**src/rtl/fetch_line_seq.sv**
```systemverilog
// -----------------------------------------------------------------------------
// fetch_line_seq
//
// Fetch-side line sequencer. Issues 64-bit-aligned instruction SRAM reads,
// keeps returned lines in a 2-entry buffer and presents the current pc, the
// head line and the low halfword of the following line to the downstream
// aligner / RVC expander. pc walks by 2 (RVC) or 4 (RV32); a line is popped
// as soon as pc leaves it. A redirect flushes the buffer and restarts fetch.
//
// Handshakes:
//   SRAM request : a read is accepted in the cycle where sram_cs & sram_gnt;
//                  sram_addr is held stable while sram_cs is high and not
//                  granted. sram_rvalid comes exactly one cycle after accept.
//   Fetch output : the instruction at pc is consumed in a cycle where
//                  fetch_valid & !fet_stall & !redirect.
//
// Ports:
//   clk, rst             clock, synchronous active-high reset
//   redirect/redirect_pc jump/branch taken pulse and its target
//   fet_stall            decode stall, freezes pc and the buffer
//   sram_cs/sram_addr    read request and line address ([2:0] = 0)
//   sram_gnt             request accepted this cycle
//   sram_rvalid/rdata    read response
//   pc                   pc of the instruction presented
//   fetch_valid          instruction at pc fully available
//   fetch_line           head line (line containing pc), 0 when empty
//   fetch_line_nxt_lo    entry1[15:0], 0 when entry1 absent
//   o_dbg_state          request FSM state (0 IDLE, 1 REQ, 2 WAIT)
// -----------------------------------------------------------------------------
module fetch_line_seq #(
    parameter logic [31:0] RESET_PC = 32'h0000_0000
) (
    input  logic        clk,
    input  logic        rst,
    input  logic        redirect,
    input  logic [31:0] redirect_pc,
    input  logic        fet_stall,
    output logic        sram_cs,
    output logic [31:0] sram_addr,
    input  logic        sram_gnt,
    input  logic        sram_rvalid,
    input  logic [63:0] sram_rdata,
    output logic [31:0] pc,
    output logic        fetch_valid,
    output logic [63:0] fetch_line,
    output logic [15:0] fetch_line_nxt_lo,
    output logic [1:0]  o_dbg_state
);

    localparam logic [1:0] ST_IDLE = 2'd0;
    localparam logic [1:0] ST_REQ  = 2'd1;
    localparam logic [1:0] ST_WAIT = 2'd2;

    logic [1:0]  r_state;
    logic [1:0]  w_state_nxt;
    logic [31:0] r_pc;
    logic [31:0] r_req_addr;
    logic [63:0] r_line0;       // buffer head
    logic [63:0] r_line1;       // buffer entry1
    logic [1:0]  r_cnt;         // lines held, 0..2
    logic        r_drop;        // discard the response of the request in flight

    logic        w_accept;
    logic        w_rsp;
    logic        w_push;
    logic        w_pop;
    logic        w_advance;
    logic        w_fetch_valid;
    logic        w_rv16;
    logic        w_space;
    logic [15:0] w_half;
    logic [31:0] w_pc_inc;
    logic [1:0]  w_cnt_nxt;

    assign w_accept = (r_state == ST_REQ) && sram_gnt;
    // Only a WAIT state owns a response; anything arriving otherwise (e.g. a
    // late beat after reset) has no outstanding request and is ignored.
    assign w_rsp    = (r_state == ST_WAIT) && sram_rvalid;
    assign w_push   = w_rsp && !r_drop && !redirect;

    assign w_half   = r_line0[{r_pc[2:1], 4'b0000} +: 16];
    assign w_rv16   = (w_half[1:0] != 2'b11);

    // A 32-bit instruction starting in the last halfword needs entry1 too.
    assign w_fetch_valid = (r_cnt != 2'd0) &&
                           ((r_pc[2:1] != 2'b11) || w_rv16 || (r_cnt == 2'd2));

    assign w_advance = w_fetch_valid && !fet_stall && !redirect;
    assign w_pc_inc  = r_pc + (w_rv16 ? 32'd2 : 32'd4);
    assign w_pop     = w_advance && (w_pc_inc[31:3] != r_pc[31:3]);

    always_comb begin
        w_cnt_nxt = r_cnt;
        if (redirect) begin
            w_cnt_nxt = 2'd0;
        end else begin
            w_cnt_nxt = r_cnt + {1'b0, w_push} - {1'b0, w_pop};
        end
    end

    // Credit: with no request outstanding, room exists if fewer than 2 lines
    // will be held after this cycle's push/pop.
    assign w_space = (w_cnt_nxt != 2'd2);

    // ---------------- FSM: state register ----------------
    always_ff @(posedge clk) begin
        if (rst) begin
            r_state <= ST_IDLE;
        end else begin
            r_state <= w_state_nxt;
        end
    end

    // ---------------- FSM: next state ----------------
    always_comb begin
        w_state_nxt = r_state;
        case (r_state)
            ST_IDLE: begin
                if (w_space) begin
                    w_state_nxt = ST_REQ;
                end
            end
            ST_REQ: begin
                if (w_accept) begin
                    w_state_nxt = ST_WAIT;
                end else if (redirect) begin
                    // Un-granted request to the old stream is withdrawn.
                    w_state_nxt = ST_IDLE;
                end
            end
            ST_WAIT: begin
                if (sram_rvalid) begin
                    w_state_nxt = w_space ? ST_REQ : ST_IDLE;
                end
            end
            default: w_state_nxt = ST_IDLE;
        endcase
    end

    // ---------------- FSM: outputs ----------------
    always_comb begin
        sram_cs           = (r_state == ST_REQ);
        sram_addr         = r_req_addr;
        o_dbg_state       = r_state;
        pc                = r_pc;
        fetch_valid       = w_fetch_valid;
        fetch_line        = (r_cnt != 2'd0) ? r_line0 : 64'd0;
        fetch_line_nxt_lo = (r_cnt == 2'd2) ? r_line1[15:0] : 16'd0;
    end

    // ---------------- pc, request address, line buffer ----------------
    always_ff @(posedge clk) begin
        if (rst) begin
            r_pc       <= RESET_PC & ~32'd1;
            r_req_addr <= RESET_PC & ~32'd7;
            r_line0    <= 64'd0;
            r_line1    <= 64'd0;
            r_cnt      <= 2'd0;
            r_drop     <= 1'b0;
        end else begin
            r_cnt <= w_cnt_nxt;
            if (redirect) begin
                r_pc       <= redirect_pc & ~32'd1;
                r_req_addr <= redirect_pc & ~32'd7;
                // A request granted now, or one whose response has not yet
                // returned, belongs to the old stream.
                r_drop     <= w_accept || ((r_state == ST_WAIT) && !sram_rvalid);
            end else begin
                if (w_advance) begin
                    r_pc <= w_pc_inc;
                end
                if (w_accept) begin
                    r_req_addr <= r_req_addr + 32'd8;
                end
                if (w_rsp) begin
                    r_drop <= 1'b0;
                end
                case ({w_push, w_pop})
                    2'b10: begin
                        if (r_cnt == 2'd0) begin
                            r_line0 <= sram_rdata;
                        end else begin
                            r_line1 <= sram_rdata;
                        end
                    end
                    2'b01: begin
                        r_line0 <= r_line1;
                    end
                    2'b11: begin
                        // Shift and load in the same cycle.
                        if (r_cnt == 2'd2) begin
                            r_line0 <= r_line1;
                            r_line1 <= sram_rdata;
                        end else begin
                            r_line0 <= sram_rdata;
                        end
                    end
                    default: begin
                    end
                endcase
            end
        end
    end

endmodule

```
**config.mk**
```make
export PLATFORM = sky130hd
export DESIGN_NAME = fetch_line_seq
export DESIGN_NICKNAME = d
export VERILOG_FILES = /design/src/rtl/fetch_line_seq.sv
export SDC_FILE = /design/constraint.sdc
export NUM_CORES = 1
export LEC_CHECK = 0
export ABC_AREA = 1
export BUFFER_PORTS_ARGS = -buffer_cell sky130_fd_sc_hd__buf_2
export CORE_AREA = 2 2 194 139
export CTS_CLUSTER_DIAMETER = 80
export DETAILED_ROUTE_END_ITERATION = 16
export DIE_AREA = 0 0 196 141
export GPL_ROUTABILITY_DRIVEN = 0
export PLACE_DENSITY = 0.68
export SYNTH_ARGS = -nofsm -noshare
export SYNTH_HDL_FRONTEND = slang
export SYNTH_SLANG_ARGS = --single-unit
```
**constraint.sdc**
```tcl
create_clock -name clk -period 3.3 [get_ports clk]
set_input_delay 0.495 -clock clk [delete_from_list [all_inputs] [get_ports clk]]
set_output_delay 0.495 -clock clk [all_outputs]
set_load 0.01 [all_outputs]
```
# After elaboration in Yosys (flattened, before gate mapping)
# Index checks and enable logic that the tools add are counted.
[totals]
register_bits = 197
in_bits = 102
out_inout_bits = 148
wordCells = 81
[op_classes]
addsub = 4
eq_ne = 16
n_shift = 1
muxes = 22
n_bitwise = 1
reduce_logical = 28
[op_table]
columns = ["cell", "n"]
rows = [
  ["64-bit 2-to-1 mux", 5],
  ["64-bit one-hot mux with 3 select lines", 1],
  ["32-bit 2-to-1 mux", 4],
  ["64-bit one-hot mux with 2 select lines", 1],
  ["64-bit by 7-bit indexed part select with 2-bit output", 1],
  ["32-bit by 3-bit adder with 32-bit output", 1],
  ["32-bit by 4-bit adder with 32-bit output, second input constant", 1],
  ["29-bit inequality test", 1],
  ["16-bit 2-to-1 mux", 1],
  ["2-bit inequality test, second input constant", 8],
  ["2-bit 2-to-1 mux", 5],
  ["2-bit nonzero test", 5],
  ["1-bit logical AND", 9],
  ["2-bit == test, second input constant", 4],
  ["2-bit one-hot mux with 3 select lines", 1],
  ["3-bit AND reduction", 2],
  ["2-bit by 1-bit == test with 1-bit output, second input constant", 2],
  ["1-bit logical NOT", 4],
  ["2-bit logical NOT", 2],
  ["4-bit AND reduction", 1],
  ["1-bit logical OR", 3],
  ["1-bit 2-to-1 mux", 3],
  ["3-bit 2-to-1 mux", 1],
  ["3-bit by 2-bit inequality test with 1-bit output, second input constant", 1],
  ["5 further kinds", 5],
]

# Depth between registers and ports, before layout
# Gate-level depths: netlist (run 1).
[logic_depth]
word_depth = 14
ltp_mapped = 22
ltp_nobuf = 19

# Worst setup path after synthesis (run 1)
# OpenSTA, ideal clock, no wires.
[synth_path]
kind = "reg-to-reg"
start = "register r_pc[1], in the netlist pc[1]"
end = "register r_line0[20]"
arrival_time_ps = 2976
t_required_ps = 3168
slack_ps = 192
stages_incl_launch_ff = 18
n_path_buf = 4
period_less_slack_ps = 3108
cell_sequence = "dfxtp_1 o311ai_0 nand2_1 ha_1 fa_1 nor2_2 buf_6 buf_4 nor2_1 ha_1 nand2_4 buf_2 buf_2 o21ai_1 inv_1 nand3_1 nand3_1 a21oi_1"
[synth_via]
elab_chain_cells = 11
elab_cells_between_ends = 19
classes_between = "add/sub: 1; eq/ne: 7; shift: 1; mux: 2; reduce/logical: 8"
[synth_lines]
columns = ["item", "line", "source"]
rows = [
  ["start, declared", "56", "logic [31:0] r_pc;"],
  ["start signal, assigned", "154", "r_pc <= RESET_PC & ~32'd1;"],
  ["start signal, assigned", "163", "r_pc <= redirect_pc & ~32'd1;"],
  ["start signal, assigned", "170", "r_pc <= w_pc_inc;"],
  ["branches (longest 7 deep; another with 32-bit by 3-bit adder with 32-bit output)", "n/a", ""],
  ["1-bit logical AND (*)", "90", "assign w_pop = w_advance && (w_pc_inc[31:3] != r_pc[31:3]);"],
  ["2-bit == test or 2-bit by 1-bit == test with 1-bit output (tied branches)", "178", "case ({w_push, w_pop})"],
  ["2-bit inequality test (no source line) or 3-bit nonzero test (tied branches)", "n/a", ""],
  ["3-bit AND reduction (no source line)", "n/a", ""],
  ["end signal, assigned", "181", "r_line0 <= sram_rdata;"],
  ["end signal, assigned", "187", "r_line0 <= r_line1;"],
  ["end signal, assigned", "192", "r_line0 <= r_line1;"],
  ["end, declared", "58", "logic [63:0] r_line0;"],
]
# Every way passes the cells marked *.
# A chain may end at the register's enable or synchronous reset.

# Final worst setup path (run 1)
[layout_path]
start = "register r_line0[0]"
end = "register r_line0[18]"
[layout_via]
elab_chain_cells = 11
elab_cells_between_ends = 18
classes_between = "add/sub: 1; eq/ne: 6; shift: 1; mux: 2; reduce/logical: 8"
[layout_lines]
columns = ["item", "line", "source"]
rows = [
  ["64-bit by 7-bit indexed part select with 2-bit output (*)", "81", "assign w_half = r_line0[{r_pc[2:1], 4'b0000} +: 16];"],
  ["2-bit inequality test (*)", "82", "assign w_rv16 = (w_half[1:0] != 2'b11);"],
  ["branches (longest 5 deep; another with 32-bit by 3-bit adder with 32-bit output)", "n/a", ""],
  ["1-bit logical AND (*)", "90", ""],
  ["2-bit == test or 2-bit by 1-bit == test with 1-bit output (tied branches)", "178", ""],
  ["2-bit inequality test (no source line) or 3-bit nonzero test (tied branches)", "n/a", ""],
  ["3-bit AND reduction (no source line)", "n/a", ""],
]
# Marks and branches as above.

==> results.py, run 1 <==
metrics = {
    "clock_tree": {
        "ctsRootBufferMaster": "sky130_fd_sc_hd__clkbuf_16",
        "cts_buffers": 17,
        "cts_setup_buffers": 0,
        "clk_path_buf_depth": 2,
        "post_cts_hold_buffer_count": 0,
        "clk_latency_ns": 0.46,
        "cts_tree": "done",
        "htree_levels": 4,
        "cts.sink_count": 193,
        "cts.reportedPaths.clkPinSlew_ns": 0.08,
    },
    "worst_setup_path": {
        "critical_path_endpoint_category": "register",
        "setup.worst_path.class": "reg2reg",
        "r2r.worst_path.cells": 12,
        "worst_setup_path_start_kind": "register",
        "timing.critical_path.slowest_cell_delay_ns": 0.62,
        "timing.critical_path.buf_inv": 4,
        "critical_path_peak_fanout": 65,
        "required_ns": 3.67,
        "r2r_start": "r_line0[0]",
        "rr_endpoint": "r_line0[18]",
        "path_cells": "inv_1, o311ai_1, nand2_1, ha_1, fa_1, nor2_4, buf_4, inv_4, buf_12, nand3_1, nand3_1, a21oi_1",
        "critical_path_arrival_ns": 3.42,
        "worst_path_dominant_cell_family": "buffers and inverters",
        "rrSetupSlack_ns": 0.25,
        "crit_top_cell": "sky130_fd_sc_hd__nand3_1",
        "critical-path-slowest-cell": "sky130_fd_sc_hd__buf_4",
    },
    "place": {
        "total_placed_instance_area_mm2": 0.01276,
        "hpwlAfterDp_um": 26080,
        "port_buffers": 244,
        "placed_cells": 2292,
        "pre_cts_slack_ns": 0.04238,
    },
    "synthesis": {
        "synth-main-ff-cell": "sky130_fd_sc_hd__dfxtp_1",
        "seq_cells_post_synth": 193,
        "synth_sequential_area_ratio": 0.3378,
        "synth_warnings": 0,
        "syn_area_mm2": 0.01144,
        "synth_area_per_cell_um2": 6.372,
        "synth_top_area_frac": 0.3378,
        "number_of_enable_flip_flop_cells_after_synthesis": 0,
        "async_flop_share": 0,
        "post_synth_main_area_contributors": "sky130_fd_sc_hd__dfxtp_1, sky130_fd_sc_hd__nand2_1, sky130_fd_sc_hd__inv_1",
        "yosys.area.top_type": "sky130_fd_sc_hd__dfxtp_1",
        "count_of_cell_types_in_the_netlist": 50,
        "synthCells": 1795,
    },
    "cells_and_area": {
        "final-instance-count-excl-fill": 2330,
        "areaGrowthSynthToFinish_pct": 16.84,
        "layout_commonest_cell": "sky130_fd_sc_hd__nand2_1",
        "drive_above_1_share": 0.1727,
        "postLayoutCellArea_mm2": 0.01336,
        "num-nets-final": 2085,
        "layout_common_cells": "sky130_fd_sc_hd__nand2_1, sky130_fd_sc_hd__inv_1, sky130_fd_sc_hd__buf_2",
    },
    "power": {
        "power_leakage_uw": 0.005286,
        "power_density_mw_per_mm2": 381.4,
        "design_power_total_uw": 5097,
        "vdd_ir_drop_max_mv": 0.3585,
    },
    "route": {
        "drt_iter0_drc": 1319,
        "drt.antenna.violating_nets": 0,
        "post_drt_via_cell_ratio": 5.317,
        "detail_route.wirelength_um": 38120,
        "vias": 12389,
        "routedWlPerCell_um": 16.36,
        "drtPass1Iterations": 8,
        "post-route-drc-count": 0,
    },
    "sta": {
        "finClkSkew_ns": 0.01691,
        "achievable-frequency_ghz": 0.3278,
        "rsz0062_at_grt": "false",
        "setup_viol_count_final": 0,
        "period_share": 0.9244,
        "post-route-worst-setup-slack_ns": 0.2496,
        "hold_violations": 0,
        "slew_viol_final": 0,
        "slew_worst_pin_ns": 0.7994,
        "slew_headroom": 0.4671,
        "final.setup.tns_ns": 0,
        "final.min_clock_period_ns": 3.050,
    },
    "grt": {
        "gr-total-overflow": 0,
        "vias_in_the_first_global_route": 10864,
        "grt_max_degree": 66,
        "track_usage": 0.2708,
        "grt_first_pass_wirelength_um": 59380,
        "grt_antenna_before_repair": 4,
    },
    "floorplan": {
        "initial_core_util": 0.4395,
        "dieHeight_um": 141,
        "core.rowCount": 50,
        "core_area_mm2": 0.02603,
        "die_w_um": 196,
        "design.die.area_mm2": 0.02764,
        "io_pins": 250,
    },
    "min_path": {
        "class_of_the_tightest_hold_or_removal_check": "in2reg",
        "hold_start": "redirect_pc[18]",
        "hold_depth": 3,
        "whs_endpoint": "pc[18]",
    },
    "job": {
        "drv.max_cap_violation_count": 0,
    },
    "run_status": {
        "status": "finished clean",
    },
}
[repair_timing]
item / in CTS / in global routing
setup endpoints to repair: 0 / 121
hold endpoints to repair: 0 / 0
resized for setup: 0 / 6
[worst register-to-register path, delay by kind of cell, from the launching register on]
| family | cells | cell delay (ns) |
|---|---|---|
| AO/OA/AOI/OAI | 2 | 0.44 |
| flip-flops | 1 | 0.33 |
| buffers and inverters | 4 | 0.99 |
| adder cells (fa/ha/maj) | 2 | 0.67 |
| AND/OR/NAND/NOR | 4 | 0.55 |
[logic make-up (layout without fill, tap and decap cells)]
family	count (synthesis)	after routing	synth area share
AOI/OAI and AO/OA	417	417	0.1968
xor gates and xnor gates	17	17	0.01302
and+or+nand+nor	763	763	0.2900
adders and majority gates	10	10	0.01160
buffers and inverters	394	582	0.1504
other	1	10	0.0003279
DFF	193	193	0.3378
[routing by layer]
| metal | up-vias | GRT usage | routed length [µm] |
|---|---|---|---|
| li1 | 6145 | - | - |
| met1 | 5675 | 0.4017 | 18260 |
| met2 | 510 | 0.3780 | 15560 |
| met3 | 59 | 0.07847 | 3556 |
| met4 | 0 | 0.07217 | 742 |
| met5 | - | 0 | 0 |
[synthesized netlist by cell type, types with 3 or more instances]
cell type	number
sky130_fd_sc_hd__a31oi_1	32
sky130_fd_sc_hd__dfxtp_1	193
sky130_fd_sc_hd__nand2_1	341
sky130_fd_sc_hd__inv_2	9
sky130_fd_sc_hd__buf_2	33
sky130_fd_sc_hd__a21oi_1	149
sky130_fd_sc_hd__nand3b_1	3
sky130_fd_sc_hd__nor2_2	4
sky130_fd_sc_hd__o21ai_0	126
sky130_fd_sc_hd__clkbuf_1	36
sky130_fd_sc_hd__o21ai_1	66
sky130_fd_sc_hd__o21bai_1	18
sky130_fd_sc_hd__nand3_2	3
sky130_fd_sc_hd__o22ai_1	3
sky130_fd_sc_hd__nor2_1	164
sky130_fd_sc_hd__nor3_1	23
sky130_fd_sc_hd__inv_1	267
sky130_fd_sc_hd__ha_1	9
sky130_fd_sc_hd__nand2_4	4
sky130_fd_sc_hd__a22oi_1	16
sky130_fd_sc_hd__buf_6	11
sky130_fd_sc_hd__buf_4	24
sky130_fd_sc_hd__xor2_1	15
sky130_fd_sc_hd__nand3_1	193
sky130_fd_sc_hd__buf_1	6
sky130_fd_sc_hd__nand4_1	14
[state kept, by name, indices dropped and copies added (netlist names)]
name         count
r_line0         64
r_line1         64
pc              31
sram_addr       29
o_dbg_state      2
r_cnt            2
r_drop           1
[how the worst max path moves through the flow]
stage	from	end	slack, ns	depth (start not counted)
floorplan	pc[1]	r_line0[20]	0.19	17
global placement	pc[1]	r_line0[2]	0.1	14
detailed placement	pc[1]	r_line0[14]	0.04	14
CTS	pc[1]	r_line0[18]	0.005	20
global route	r_line0[0]	r_line0[49]	0.001	17
finish	r_line0[0]	r_line0[18]	0.25	12
[layout make-up]
cell class,instances,area (µm²)
multi-input cells,1211,5891
flip-flops and latches,193,3866
clock buffers,17,425.4
repair buffers,270,1535
fillers,2648,12660
clock inverters,15,151.4
inverters,280,1056
well taps,338,422.9
diodes,6,15.01
[stage by stage]
stage	hold WS [ns]	util
after detailed placement	0.4553	0.4903
after floorplan	0.4441	-
final	0.3088	0.5135
after global placement	0.4511	0.4903
after global routing	0.3070	0.5132
after CTS	0.2992	0.5125
[power breakdown]
group	switching (µW)	total [µW]	internal [µW]
logic	354	534	181
clock network	1050	2110	1060
registers	74.3	2450	2380
Power figures use the tool's default switching activity.
==> run 2: changes to the inputs <==
--- a/config.mk
+++ b/config.mk
@@ -12,7 +12,8 @@
 export DETAILED_ROUTE_END_ITERATION = 16
 export DIE_AREA = 0 0 196 141
 export GPL_ROUTABILITY_DRIVEN = 0
-export PLACE_DENSITY = 0.68
+export PLACE_DENSITY = 0.72
+export SLEW_MARGIN = 20
 export SYNTH_ARGS = -nofsm -noshare
 export SYNTH_HDL_FRONTEND = slang
 export SYNTH_SLANG_ARGS = --single-unit
==> run 2 against run 1 <==
  * Worst hold slack about the same
  * Die area unchanged
  * Utilization is 0.62 points higher
  * First-iteration DRC count is 16% higher
  * Clock skew down 0.0014 ns
  * Critical path depth grew 5
  * Non-clock buffer count increased by 9
==> results.py, run 2 (synthesis gave the netlist of run 1 again) <==
metrics = {
    "worst_setup_path": {
        "required_ns": 3.60,
        "timing.critical_path.slowest_cell_delay_ns": 0.43,
        "worst_path_dominant_cell_family": "adder cells",
        "crit_top_cell": "sky130_fd_sc_hd__inv_1",
        "timing.critical_path.buf_inv": 4,
        "critical_path_arrival_ns": 3.36,
        "path_cells": "inv_1, o311ai_1, nand2_1, ha_1, fa_1, nor2_4, nor2_4, ha_1, inv_1, nand2_4, buf_12, nand2_1, o21ai_1, inv_1, nand3_1, nand3_1, a21oi_1",
        "critical_path_endpoint_category": "register",
        "setup.worst_path.start": "r_line0[0]",
        "r2r_start": "r_line0[0]",
        "critical-path-slowest-cell": "sky130_fd_sc_hd__fa_1",
        "worst_setup_path_start_kind": "register",
        "setup.worst_path.class": "reg2reg",
        "critical_path_peak_fanout": 26,
    },
    "grt": {
        "grt_first_pass_wirelength_um": 58640,
        "track_usage": 0.2674,
        "grt_max_degree": 93,
        "grt_antenna_before_repair": 6,
        "vias_in_the_first_global_route": 10933,
        "gr-total-overflow": 0,
    },
    "sta": {
        "finClkSkew_ns": 0.01548,
        "setup_viol_count_final": 0,
        "final.min_clock_period_ns": 3.060,
        "period_share": 0.9273,
        "slew_worst_pin_ns": 0.7602,
        "slew_headroom": 0.4932,
        "fin_hold_ws_ns": 0.3084,
        "achievable-frequency_ghz": 0.3268,
        "slew_viol_final": 0,
        "hold_violations": 0,
    },
    "floorplan": {
        "initial_core_util": 0.4395,
        "dieHeight_um": 141,
        "core.rowCount": 50,
        "design.die.area_mm2": 0.02764,
        "die_w_um": 196,
        "io_pins": 250,
        "core_area_mm2": 0.02603,
    },
    "clock_tree": {
        "cts_tree": "done",
        "ctsRootBufferMaster": "sky130_fd_sc_hd__clkbuf_16",
        "htree_levels": 4,
        "clk_path_buf_depth": 2,
        "clk_latency_ns": 0.45,
        "cts_buffers": 17,
        "cts.reportedPaths.clkPinSlew_ns": 0.07,
        "cts.sink_count": 193,
    },
    "place": {
        "port_buffers": 244,
        "hpwlAfterDp_um": 25880,
        "placed_cells": 2292,
    },
    "cells_and_area": {
        "areaGrowthSynthToFinish_pct": 18.24,
        "drive_above_1_share": 0.1751,
        "final-instance-count-excl-fill": 2335,
        "layout_common_cells": "sky130_fd_sc_hd__nand2_1, sky130_fd_sc_hd__inv_1, sky130_fd_sc_hd__buf_2",
        "layout_commonest_cell": "sky130_fd_sc_hd__nand2_1",
        "num-nets-final": 2094,
        "final_util": 0.5196,
    },
    "run_status": {
        "status": "finished clean",
    },
    "route": {
        "routedWlPerCell_um": 16.65,
        "vias": 12685,
        "post-route-drc-count": 0,
        "detail_route.wirelength_um": 38880,
        "drt_iter0_drc": 1534,
        "post_drt_via_cell_ratio": 5.433,
        "drtPass1Iterations": 7,
        "drt.antenna.violating_nets": 0,
    },
    "power": {
        "vdd_ir_drop_max_mv": 0.3613,
        "power_density_mw_per_mm2": 377.2,
        "power_leakage_uw": 0.005355,
    },
    "job": {
        "drv.max_cap_violation_count": 0,
    },
    "min_path": {
        "hold_start": "sram_rdata[42]",
        "class_of_the_tightest_hold_or_removal_check": "in2reg",
    },
}
[run 2: changes by cell type in the layout (fill, tap and decap cells not counted), sizes merged]
cell    before  now
inv        283  277
clkbuf      17   25
bufinv       1    2
clkinv       9    8
buf        270  275
diode        6    4
[run 2: final timing paths]
| kind | end | slack [ns] | depth (start not counted) |
|---|---|---|---|
| worst max-delay path | r_line0[60] | 0.24 | 17 |
| worst min-delay path | r_line1[42] | 0.31 | 3 |
| worst max register to register | r_line0[60] | 0.24 | 17 |
| worst min register to register | r_line0[51] | 0.47 | 2 |
[run 2: per-stage QoR]
step	setup WS (ns)	power (µW)	area, µm²	setup TNS (ns)
after floorplan	0.1916	2811	11450	0
after global placement	0.07619	3022	12750	0
after detailed placement	-0.02477	3031	12750	-0.07037
after CTS	0.01516	5119	13360	0
after global routing	-0.01219	5276	13520	-0.03208
final	0.2400	5100	13520	0
[run 2: area by class of cell]
| cell class | count | area (µm²) |
|---|---|---|
| antenna | 4 | 10.01 |
| timing repair buffer | 279 | 1680 |
| multi-input combinational | 1211 | 5906 |
| clock inverter | 9 | 108.9 |
| sequential | 193 | 3865 |
| inverter | 280 | 1060 |
| fill | 2620 | 12500 |
| tap | 338 | 422.9 |
| clock buffer | 21 | 470.5 |
[run 2: tightest hold or removal path, delay by kind of cell]
kind                   cells  cell delay (ns)
buffers and inverters      2             0.12
AO/OA/AOI/OAI              1             0.11
[run 2: metal layers]
metal / vias to the layer above / track usage / share of wire
met5: - / 0 / 0.00082
met4: 6 / 0.08971 / 0.025
met3: 78 / 0.07392 / 0.11
met2: 653 / 0.3860 / 0.41
met1: 5781 / 0.3821 / 0.45
li1: 6167 / - / -
[run 2: power by group]
group | internal [µW] | switching (µW) | total, µW
Sequential | 2380 | 73.4 | 2450
Clock | 1170 | 938 | 2110
Combinational | 184 | 357 | 541
[run 2: what timing repair did]
| item | CTS | global route |
|---|---|---|
| gates resized for setup | 3 | 6 |
| pin swaps | 0 | 2 |
| hold buffers | 0 | 0 |
| setup endpoints to repair | 22 | 129 |
| gates cloned | 0 | 4 |
| setup buffers | 2 | 3 |
